===== src/rtl/alu_status_flags.sv =====
// Registered NZCV status flags for add/sub/adc/sbc, with sticky overflow (Q)
// and a saturating count of signed-overflow events.
module alu_status_flags #(
  parameter int BITS  = 32,
  parameter int CNT_W = 8
) (
  input  logic             clk,
  input  logic             rst_n,
  input  logic             in_valid,
  input  logic [3:0]       op,
  input  logic [BITS-1:0]  a,
  input  logic [BITS-1:0]  b,
  input  logic [BITS-1:0]  result,
  input  logic             set_flags,
  input  logic             q_clr,
  output logic             flag_n,
  output logic             flag_z,
  output logic             flag_c,
  output logic             flag_v,
  output logic             flag_q,
  output logic [CNT_W-1:0] ovf_count,
  output logic             out_valid
);

  localparam logic [CNT_W-1:0] CntMax = {CNT_W{1'b1}};

  logic             r_n;
  logic             r_z;
  logic             r_c;
  logic             r_v;
  logic             r_q;
  logic [CNT_W-1:0] r_cnt;
  logic             r_out_valid;

  logic            w_is_arith;
  logic            w_is_sub;
  logic            w_use_cin;
  logic            w_cin;
  logic [BITS-1:0] w_b_op;
  logic [BITS:0]   w_sum;
  logic            w_c;
  logic            w_sa;
  logic            w_sb;
  logic            w_sr;
  logic            w_v;
  logic            w_load;
  logic            w_v_event;

  // op[3:2]==0 selects the arithmetic group; op[0] is subtract, op[1] chains the old carry.
  assign w_is_arith = (op[3:2] == 2'b00);
  assign w_is_sub   = op[0];
  assign w_use_cin  = op[1];
  assign w_cin      = w_use_cin ? r_c : w_is_sub;
  assign w_b_op     = w_is_sub ? ~b : b;
  assign w_sum      = {1'b0, a} + {1'b0, w_b_op} + {{BITS{1'b0}}, w_cin};
  assign w_c        = w_sum[BITS];

  assign w_sa = a[BITS-1];
  assign w_sb = b[BITS-1];
  assign w_sr = result[BITS-1];
  assign w_v  = w_is_sub ? ((w_sa ^ w_sb) & (w_sa ^ w_sr))
                         : (~(w_sa ^ w_sb) & (w_sa ^ w_sr));

  assign w_load    = in_valid & set_flags;
  assign w_v_event = in_valid & w_is_arith & w_v;

  always_ff @(posedge clk or negedge rst_n) begin
    if (!rst_n) begin
      r_n         <= 1'b0;
      r_z         <= 1'b0;
      r_c         <= 1'b0;
      r_v         <= 1'b0;
      r_q         <= 1'b0;
      r_cnt       <= '0;
      r_out_valid <= 1'b0;
    end else begin
      r_out_valid <= in_valid;

      if (w_load) begin
        r_n <= result[BITS-1];
        r_z <= (result == '0);
        if (w_is_arith) begin
          r_c <= w_c;
          r_v <= w_v;
        end
      end

      // A new overflow event takes priority over a simultaneous clear.
      if (w_v_event) begin
        r_q <= 1'b1;
      end else if (q_clr) begin
        r_q <= 1'b0;
      end

      if (q_clr) begin
        r_cnt <= w_v_event ? {{(CNT_W-1){1'b0}}, 1'b1} : '0;
      end else if (w_v_event && (r_cnt != CntMax)) begin
        r_cnt <= r_cnt + 1'b1;
      end
    end
  end

  assign flag_n    = r_n;
  assign flag_z    = r_z;
  assign flag_c    = r_c;
  assign flag_v    = r_v;
  assign flag_q    = r_q;
  assign ovf_count = r_cnt;
  assign out_valid = r_out_valid;

endmodule


===== config.mk =====
export PLATFORM = sky130hd
export DESIGN_NAME = alu_status_flags
export DESIGN_NICKNAME = d
export VERILOG_FILES = /design/src/rtl/alu_status_flags.sv
export SDC_FILE = /design/constraint.sdc
export NUM_CORES = 1
export LEC_CHECK = 0
export BUFFER_PORTS_ARGS = -buffer_cell sky130_fd_sc_hd__clkbuf_2
export CELL_PAD_IN_SITES_DETAIL_PLACEMENT = 0
export CELL_PAD_IN_SITES_GLOBAL_PLACEMENT = 1
export CORE_ASPECT_RATIO = 0.7
export CORE_MARGIN = 2
export CORE_UTILIZATION = 29
export DETAILED_ROUTE_END_ITERATION = 7
export GPL_TIMING_DRIVEN = 0
export PLACE_DENSITY_LB_ADDON = 0.1
export REMOVE_ABC_BUFFERS = 1
export SYNTH_ARGS = -nofsm -noshare
export SYNTH_HDL_FRONTEND = slang
export SYNTH_SLANG_ARGS = --single-unit

===== constraint.sdc =====
create_clock -name clk -period 1.8 [get_ports clk]
set_input_delay 0.36 -clock clk [delete_from_list [all_inputs] [get_ports clk]]
set_output_delay 0.36 -clock clk [all_outputs]
set_load 0.1 [all_outputs]

-- After elaboration in Yosys (flattened, before gate mapping)
Index checks and enable logic that the tools add are counted.
- bits in registers: 14
- bits of input ports: 105
- output and inout bits: 14
- word-level logic and storage cells: 34
- add/subtract/negate cells: 3
- eq/ne operators: 1
- multiplexer cells: 8
- bitwise operators: 9
- reductions and logical operators: 6
- operator list (kind ; number):
    $add A32 B32 Y33 ; 1
    $add A33 B1 Y33 ; 1
    $logic_not A32 Y1 ; 1
    $mux W32 ; 1
    $not A32 Y32 ; 1
    $mux W8 ; 2
    $add A8 B1 Y8 const B ; 1
    $ne A8 B8 Y1 const B ; 1
    $and A1 B1 Y1 ; 5
    $mux W1 ; 5
    $reduce_bool A2 Y1 ; 2
    $logic_not A2 Y1 ; 1
    $reduce_and A2 Y1 ; 1
    $xor A1 B1 Y1 ; 2
    $logic_and A1 B1 Y1 ; 1
    $not A1 Y1 ; 1

-- Logic depth before layout (Yosys ltp)
Gate-level depths: netlist (run 1).
- word-level depth: 8
- gate-level depth with buffers: 9
- mapped depth without buffers: 7

-- Least setup slack after synthesis (run 1)
Ideal clock, no wire load.
- path type: input to register
- start point: input op[0]
- end point: register r_c (netlist: flag_c)
- library setup time: 126 ps
- data arrival time: 2241 ps
- data required time: 1674 ps
- slack: -567 ps
- stages: 9
- buffers on the path: 2
- cell sequence: buf_2 buf_1 xor2_1 ha_1 a211oi_1 o211ai_1 o221ai_1 a41oi_1 a311o_1
- word-level cells in the longest chain between the ends: 3
- elaborated cells between the ends (all ways): 4
- classes of those cells: add/sub: 2; mux: 2
- ends and longest elaborated chain (element ; RTL line ; source):
    from (decl) ; 10 ; input logic [3:0] op,
    $mux W32 ; 54 ; assign w_b_op = w_is_sub ? ~b : b;
    $add A32 B32 Y33 ; 55 ; assign w_sum = {1'b0, a} + {1'b0, w_b_op} + {{BITS{1'b0}}, w_cin};
    $add A33 B1 Y33 (*) ; 55 ;
    to (signal assigned) ; 83 ; r_c <= w_c;
    to (decl) ; 29 ; logic r_c;
Every way passes the cells marked *; elsewhere a longest branch is shown, timed or not.
A chain may end at the register's enable or synchronous reset.

-- Worst setup path in the final report (run 1)
Same ends and word-level chain as after synthesis.

==> metrics.md, run 1 <==
| Metric | Value |
|---|---|
| Status | finished, violations left |
| Violated checks | setup timing |
| Port bufs | 118 |
| Final hold viol count | 0 |
| Critical Path Source Type | input port |
| Area grow syn2layout | 44.3% |
| Die area | 0.00667 mm^2 |
| RSZ-0062 raised after global routing | true |
| Vias | 1,822 |
| Syn. warnings | 0 |
| Max IR drop VDD | 0.215 mV |
| Root Buffer | clkbuf_8 |
| Worst R2R Start | ovf_count[0]$_DFFE_PN0P_ |
| Syn Inst Count | 199 |
| Data required, critical path | 1930 ps |
| Post-synth top area cell | ha_1 |
| Synth async-reset ratio | 100% |
| Die Wd | 96.8 um |
| Total wire length | 4890 um |
| Cts hold-fix bufs | 0 |
| R2R setup slack | 210 ps |
| CTS tree | done |
| Slowest stage delay, CP | 320 ps |
| First-pass iteration count of the detailed router | 4 |
| Critical path type | input port to flip-flop |
| CP Capture Type | flip-flop |
| Synth top area cells | ha_1, dfrtp_1, xor2_1, a21oi_1, nor4_1 |
| Maximum root-to-sink buffer count | 2 |
| Leak | 1.33 nW |
| TritonCTS buffer count | 3 |
| Final ANT Viol Nets | 0 |
| Crit path DAT | 1950 ps |
| Power Total | 0.00126 W |
| Power per cell area | 501 mW/mm^2 |
| Number of global-route vias before repair | 1,749 |
| Final Worst Setup Slack | -21.0 ps |
| Max Transition Viols Final | 0 |
| Starting DRT DRC Count | 40 |
| Clock period minus worst slack | 1820 ps |
| Global route total overflow | 0 |
| Worst skew pair latency | 250 ps |
| Top FF cell, synth | dfrtp_1 |
| Reg2Reg Depth | 6 |
| CTS Sinks | 14 |
| Wire length per cell | 12.5 um |
| Worst path cell trace | clkbuf_16, xor2_1, ha_1, a211oi_2, o211ai_1, o221ai_1, a41oi_1, a311o_1 |
| Gpl congestion | 0.761 |
| Clk_skew | 2.27 ps |
| Slowest-stage cell, CP | ha_1 |
| Max Cap Viol | 0 |
| Seq/Total Area, Yosys | 20.1% |
| Share of cells above drive strength 1 | 41.6% |
| Setup Viol. Count Final | 1 |
| FF-to-FF End | ovf_count[7]$_DFFE_PN0P_ |
| I/O pin cnt | 119 |
| DP HPWL | 4240 um |
| Htree depth | 1 |
| Final Cycle Share | 101% |
| Least-Margin Pin Slew | 659 ps |
| Largest net degree at the start of global routing | 18 |
| Count of unique library cells instantiated by Yosys | 39 |
| Placed Cells | 387 |
| Relative slew slack | 54.8% |
| Post-synth EDFFs | 0 |
| Yosys reg bits | 14 |
| Worst Path Max Fanout | 17 |
| Peak Freq | 549 MHz |
| Core footprint | 0.00578 mm^2 |
| HP Class | input port to asynchronous set/reset pin |
| Total track usage | 14.6% |
| Drt via density | 4.65 |
| Core Rows | 23 |
| Chip height | 68.9 um |
| Wire length of the first global-routing pass | 7830 um |
| Area fraction of the dominant cell type after synthesis | 23.6% |
| Starting density of the core | 30.2% |
| Worst-path clk slew | 60 ps |
| Drt drc | 0 |
| Mean post-synth cell area | 8.78 um^2 |
| # nets final | 456 |
| Ant diodes | 0 |
| Finished Layout Cells | 392 |
| Post-Synthesis Cell Area | 0.00175 mm^2 |
| Initial antenna violation count | 0 |
-- power breakdown --
part / internal [W] / switching, W / leakage (nW)
Sequential: 0.000332 / 0.0000119 / 0.186
Clock: 0.000194 / 0.000117 / 0.0288
Combinational: 0.000248 / 0.000359 / 1.11
-- what timing repair did --
action,4_1_cts,5_1_grt
resized for setup,5,2
pin swaps,2,0
cloned,1,0
endpoints found under the setup margin,11,3
setup buffers,0,0
-- cell type report --
class | count | area, um^2
multi-input combinational | 178 | 1390
fill | 589 | 3260
sequential | 14 | 350
inverter | 2 | 7.51
clock buffer | 4 | 55.1
timing repair buffer | 119 | 624
tap | 75 | 93.8
-- kinds of logic after synthesis --
| kind of cell | Yosys count | synth area share (%) |
|---|---|---|
| simple gates | 68 | 20.5 |
| xor+xnor | 36 | 18.5 |
| mux | 4 | 2.36 |
| compound gates | 37 | 13.4 |
| buf+inv | 7 | 1.58 |
| flops | 14 | 20.1 |
| fa+ha+maj | 33 | 23.6 |
-- metrics by stage --
step           utilization [%]  setup TNS, ps  setup WS [ps]  hold WS, ps  instance area (um^2)
6_report                  43.6          -21.0          -21.0         8.49                  2520
5_1_grt                   43.6           -128           -128         24.5                  2520
4_1_cts                   43.4          -24.7          -24.7         22.3                  2510
3_5_place_dp              41.7          -7460          -1050          291                  2410
3_3_place_gp              41.7          -7480          -1000          284                  2410
2_1_floorplan                -          -1830           -276         64.4                  1730
-- layer usage --
layer,GRT usage [%],up-vias,share of wire [%]
met4,2.11,0,0.45
met1,20.0,766,50
li1,-,977,-
met2,24.0,75,41
met5,0,-,0
met3,3.83,4,8.1
-- worst max-delay path by stage --
| stage | startpoint | endpoint | slack [ps] |
|---|---|---|---|
| final | op[0] | flag_c$_DFFE_PN0P_ | -20 |
| after floorplan | ovf_count[0]$_DFFE_PN0P_ | ovf_count[5]$_DFFE_PN0P_ | -280 |
| after CTS | op[0] | flag_c$_DFFE_PN0P_ | -20 |
| after global routing | op[0] | flag_c$_DFFE_PN0P_ | -130 |
| after global placement | op[0] | flag_c$_DFFE_PN0P_ | -1000 |
| after detailed placement | op[0] | flag_c$_DFFE_PN0P_ | -1050 |
-- registers in the layout (all words and copies together) (netlist names) --
signal	cells
flag_v	1
flag_c	1
flag_n	1
out_valid	1
ovf_count	8
flag_z	1
flag_q	1
-- critical path: cells and delay by family --
kind,cells,cell delay (ps)
AOI/OAI and AO/OA,5,920
xor gates and xnor gates,1,180
adders and majority gates,1,320
buffers and inverters,1,170
-- cell usage in the layout (no fill, tap or decap), types with 2 or more instances in the layout --
| master | count |
|---|---|
| nand4_1 | 8 |
| xor2_1 | 31 |
| inv_1 | 2 |
| a31o_2 | 2 |
| nor4_1 | 10 |
| a21o_1 | 2 |
| mux2i_1 | 3 |
| ha_1 | 33 |
| dfrtp_1 | 14 |
| a21oi_1 | 15 |
| nor2_1 | 16 |
| clkbuf_2 | 117 |
| nand2_1 | 12 |
| clkbuf_8 | 5 |
| o21a_1 | 2 |
| a41oi_1 | 2 |
| and3_1 | 2 |
| nand3_1 | 5 |
| and2_1 | 2 |
| xnor2_1 | 4 |
| nor2b_1 | 4 |
| nand2b_1 | 3 |
| o21ai_0 | 6 |
-- cells in the mapped netlist (2+ instances only) --
master / count
ha_1: 33
xor2_1: 31
nor2_1: 16
a21oi_1: 15
dfrtp_1: 14
nand2_1: 12
nor4_1: 10
nand4_1: 8
o21ai_0: 6
nand3_1: 5
nor2b_1: 4
xnor2_1: 4
buf_1: 3
mux2i_1: 3
nand2b_1: 3
a21o_1: 2
a31o_2: 2
a41oi_1: 2
and2_1: 2
and3_1: 2
inv_1: 2
nor3_1: 2
o21a_1: 2
Note: power is estimated with default switching activity, not from simulation.
==> run 2: changes to the inputs <==
CTS_BUF_LIST = sky130_fd_sc_hd__clkbuf_16   (was not set)
==> run 2 against run 1 <==
The flow still finishes with violations (setup timing). Wire length rose by 0.61%. Core utilization grew 0.30 points. Clock skew is 1.4 ps lower. Setup slack worse by 16 ps. Worst hold slack gained 9.3 ps. Total power increased by 8.4%. Count of clock-buffer cells in the layout down 1. Critical path type unchanged. Critical endpoint unchanged. Largest cell class unchanged.
==> metrics.md, run 2 (same netlist as run 1, synthesis figures left out) <==
| Metric | Value |
|---|---|
| Final hold viol count | 0 (unchanged) |
| Max reg flops | 8 (unchanged) |
| Pre-CTS setup slack | -1050 ps (unchanged) |
| Commonest cells after routing, fill and taps aside | clkbuf_2, ha_1, xor2_1 |
| Critical Path Source Type | input port |
| Switching power share of the total | 36.1% (-2.6 points) |
| Commonest non-fill, non-tap cell in the layout | clkbuf_2 |
| Relative slew slack | 56.3% (+1.5 points) |
| Max Transition Viols Final | 0 (unchanged) |
| Die area | 0.00667 mm^2 (unchanged) |
| Gpl congestion | 0.761 (unchanged) |
| Ant diodes | 0 (unchanged) |
| Post-CTS Setup Repair Bufs | 0 (unchanged) |
| Setup Viol. Count Final | 1 (unchanged) |
| CTS Sinks | 14 (unchanged) |
| Leak | 1.33 nW (about the same) |
| Htree depth | 1 (unchanged) |
| Largest net degree at the start of global routing | 18 (unchanged) |
| Power per cell area | 539 mW/mm^2 (+7.7%) |
| Wire length per cell | 12.6 um (+0.61%) |
| Maximum root-to-sink buffer count | 2 (unchanged) |
| Worst-path clk slew | 50 ps (about the same) |
| Max IR drop VDD | 0.276 mV (+29%) |
| Port bufs | 118 (unchanged) |
| I/O pin cnt | 119 (unchanged) |
| Reg2Reg Depth | 6 (unchanged) |
| Clk pwr share | 30.6% (+6.0 points) |
| First-pass iteration count of the detailed router | 4 (unchanged) |
| Placed Cells | 387 (unchanged) |
| Die Wd | 96.8 um (unchanged) |
| Sequential share of power | 25.2% (-2.1 points) |
| Global route total overflow | 0 (unchanged) |
| Critical path type | input port to flip-flop |
| Worst R2R Start | ovf_count[0]$_DFFE_PN0P_ |
| Drt via density | 4.65 (unchanged) |
| # nets final | 456 (unchanged) |
| HP Class | input port to asynchronous set/reset pin |
| Least-Margin Pin Slew | 637 ps (-21.8 ps) |
| R2R setup slack | 210 ps (about the same) |
| Status | finished, violations left |
| Finished Layout Cells | 392 (unchanged) |
| Final ANT Viol Nets | 0 (unchanged) |
| Final Worst Setup Slack | -37.3 ps (-16.3 ps) |
| Violated checks | setup timing |
| CTS tree | done |
| Starting DRT DRC Count | 47 (+18%) |
| Net Sw Power | 0.000494 W (+1.2%) |
| Core Rows | 23 (unchanged) |
| Total track usage | 14.7% (+0.089 points) |
| Vias | 1,822 (unchanged) |
| Core footprint | 0.00578 mm^2 (unchanged) |
| Starting density of the core | 30.2% (unchanged) |
| FF-to-FF End | ovf_count[7]$_DFFE_PN0P_ |
| Clock period minus worst slack | 1840 ps (+16.3 ps) |
| Final Cycle Share | 102% (+0.91 points) |
| Final Cell Area | 0.00254 mm^2 (+0.69%) |
| Wire length of the first global-routing pass | 7900 um (+0.88%) |
| Number of global-route vias before repair | 1,765 (+0.91%) |
| Chip height | 68.9 um (unchanged) |
| Filler Cell Count | 592 (+0.51%) |
| Pint | 0.000874 W (+13%) |
| Worst Path Max Fanout | 17 (unchanged) |
| Area grow syn2layout | 45.3% |
| Data required, critical path | 1920 ps (about the same) |
| Initial antenna violation count | 0 (unchanged) |
| Worst skew pair latency | 240 ps (about the same) |
| Placed instance area | 0.00241 mm^2 (unchanged) |
| DP HPWL | 4240 um (unchanged) |
| Clk_skew | 0.917 ps (-1.35 ps) |
| Max Cap Viol | 0 (unchanged) |
| Worst hold margin | 17.8 ps (+9.27 ps) |
| Share of cells above drive strength 1 | 41.3% (-0.32 points) |
| Root Buffer | clkbuf_16 |
| Drt drc | 0 (unchanged) |
| CP Capture Type | flip-flop |
| TritonCTS buffer count | 3 (unchanged) |
| RSZ-0062 raised after global routing | true |
| Total wire length | 4920 um (+0.61%) |
| Peak Freq | 544 MHz (-0.89%) |
| Logic pwr share | 44.2% (-3.9 points) |
| Cts hold-fix bufs | 0 (unchanged) |
| Crit path DAT | 1960 ps (about the same) |
[run 2: cell types whose count changed in the layout (fill, tap and decap cells not counted)]
cell / previous run / this run
nor3_2: 0 / 1
nor3_4: 1 / 0
clkbuf_8: 5 / 1
clkinv_1: 0 / 1
clkbuf_16: 1 / 4
[run 2: power groups by stage]
stage                     logic (W)  registers [W]  clock network, W
after detailed placement   0.000593       0.000350                 0
after global placement     0.000593       0.000351                 0
final                      0.000604       0.000345          0.000419
after floorplan            0.000243       0.000474                 0
after CTS                  0.000611       0.000346          0.000431
after global routing       0.000682       0.000347          0.000451
[run 2: layout make-up]
cell class                 instances  area [um^2]  area share [%]
inverter                           2         7.51           0.296
sequential                        14          350            13.8
clock inverter                     1         3.75           0.148
multi-input combinational        178         1380            54.5
tap                               75         93.8            3.70
clock buffer                       3         75.1            2.96
timing repair buffer             119          624            24.6
[run 2: critical path, cell delays in order]
cell       delay (ps)
clkbuf_16         170
xor2_1            180
ha_1              320
a211oi_2          180
o211ai_1          110
o221ai_1          200
a41oi_1           140
a311o_1           290
[run 2: stage by stage]
step / util, % / total power [W] / TNS [ps]
2_1_floorplan: - / 0.000717 / -1830
6_report: 43.9 / 0.00137 / -37.3
4_1_cts: 43.8 / 0.00139 / -38.8
5_1_grt: 43.9 / 0.00148 / -143
3_5_place_dp: 41.7 / 0.000944 / -7460
3_3_place_gp: 41.7 / 0.000943 / -7480
[run 2: timing repair]
item / 4_1_cts / 5_1_grt
gates cloned: 1 / 0
endpoints found under the setup margin: 11 / 3
pin swaps: 2 / 0
resized for setup: 5 / 1
[run 2: worst max-delay path by stage]
stage / from / end / slack (ps) / depth (start not counted)
CTS: op[0] / flag_c$_DFFE_PN0P_ / -40 / 8
floorplan: ovf_count[0]$_DFFE_PN0P_ / ovf_count[5]$_DFFE_PN0P_ / -280 / 5
global placement: op[0] / flag_c$_DFFE_PN0P_ / -1000 / 8
global route: op[0] / flag_c$_DFFE_PN0P_ / -140 / 8
detailed placement: op[0] / flag_c$_DFFE_PN0P_ / -1050 / 8
finish: op[0] / flag_c$_DFFE_PN0P_ / -40 / 8
[run 2: per-layer routing]
metal / vias to the layer above / global-route usage [%] / part of all wire [%]
li1: 976 / - / -
met1: 773 / 20.1 / 50
met2: 71 / 24.5 / 42
met3: 2 / 3.83 / 7.3
met4: 0 / 1.58 / 0.24
met5: - / 0 / 0
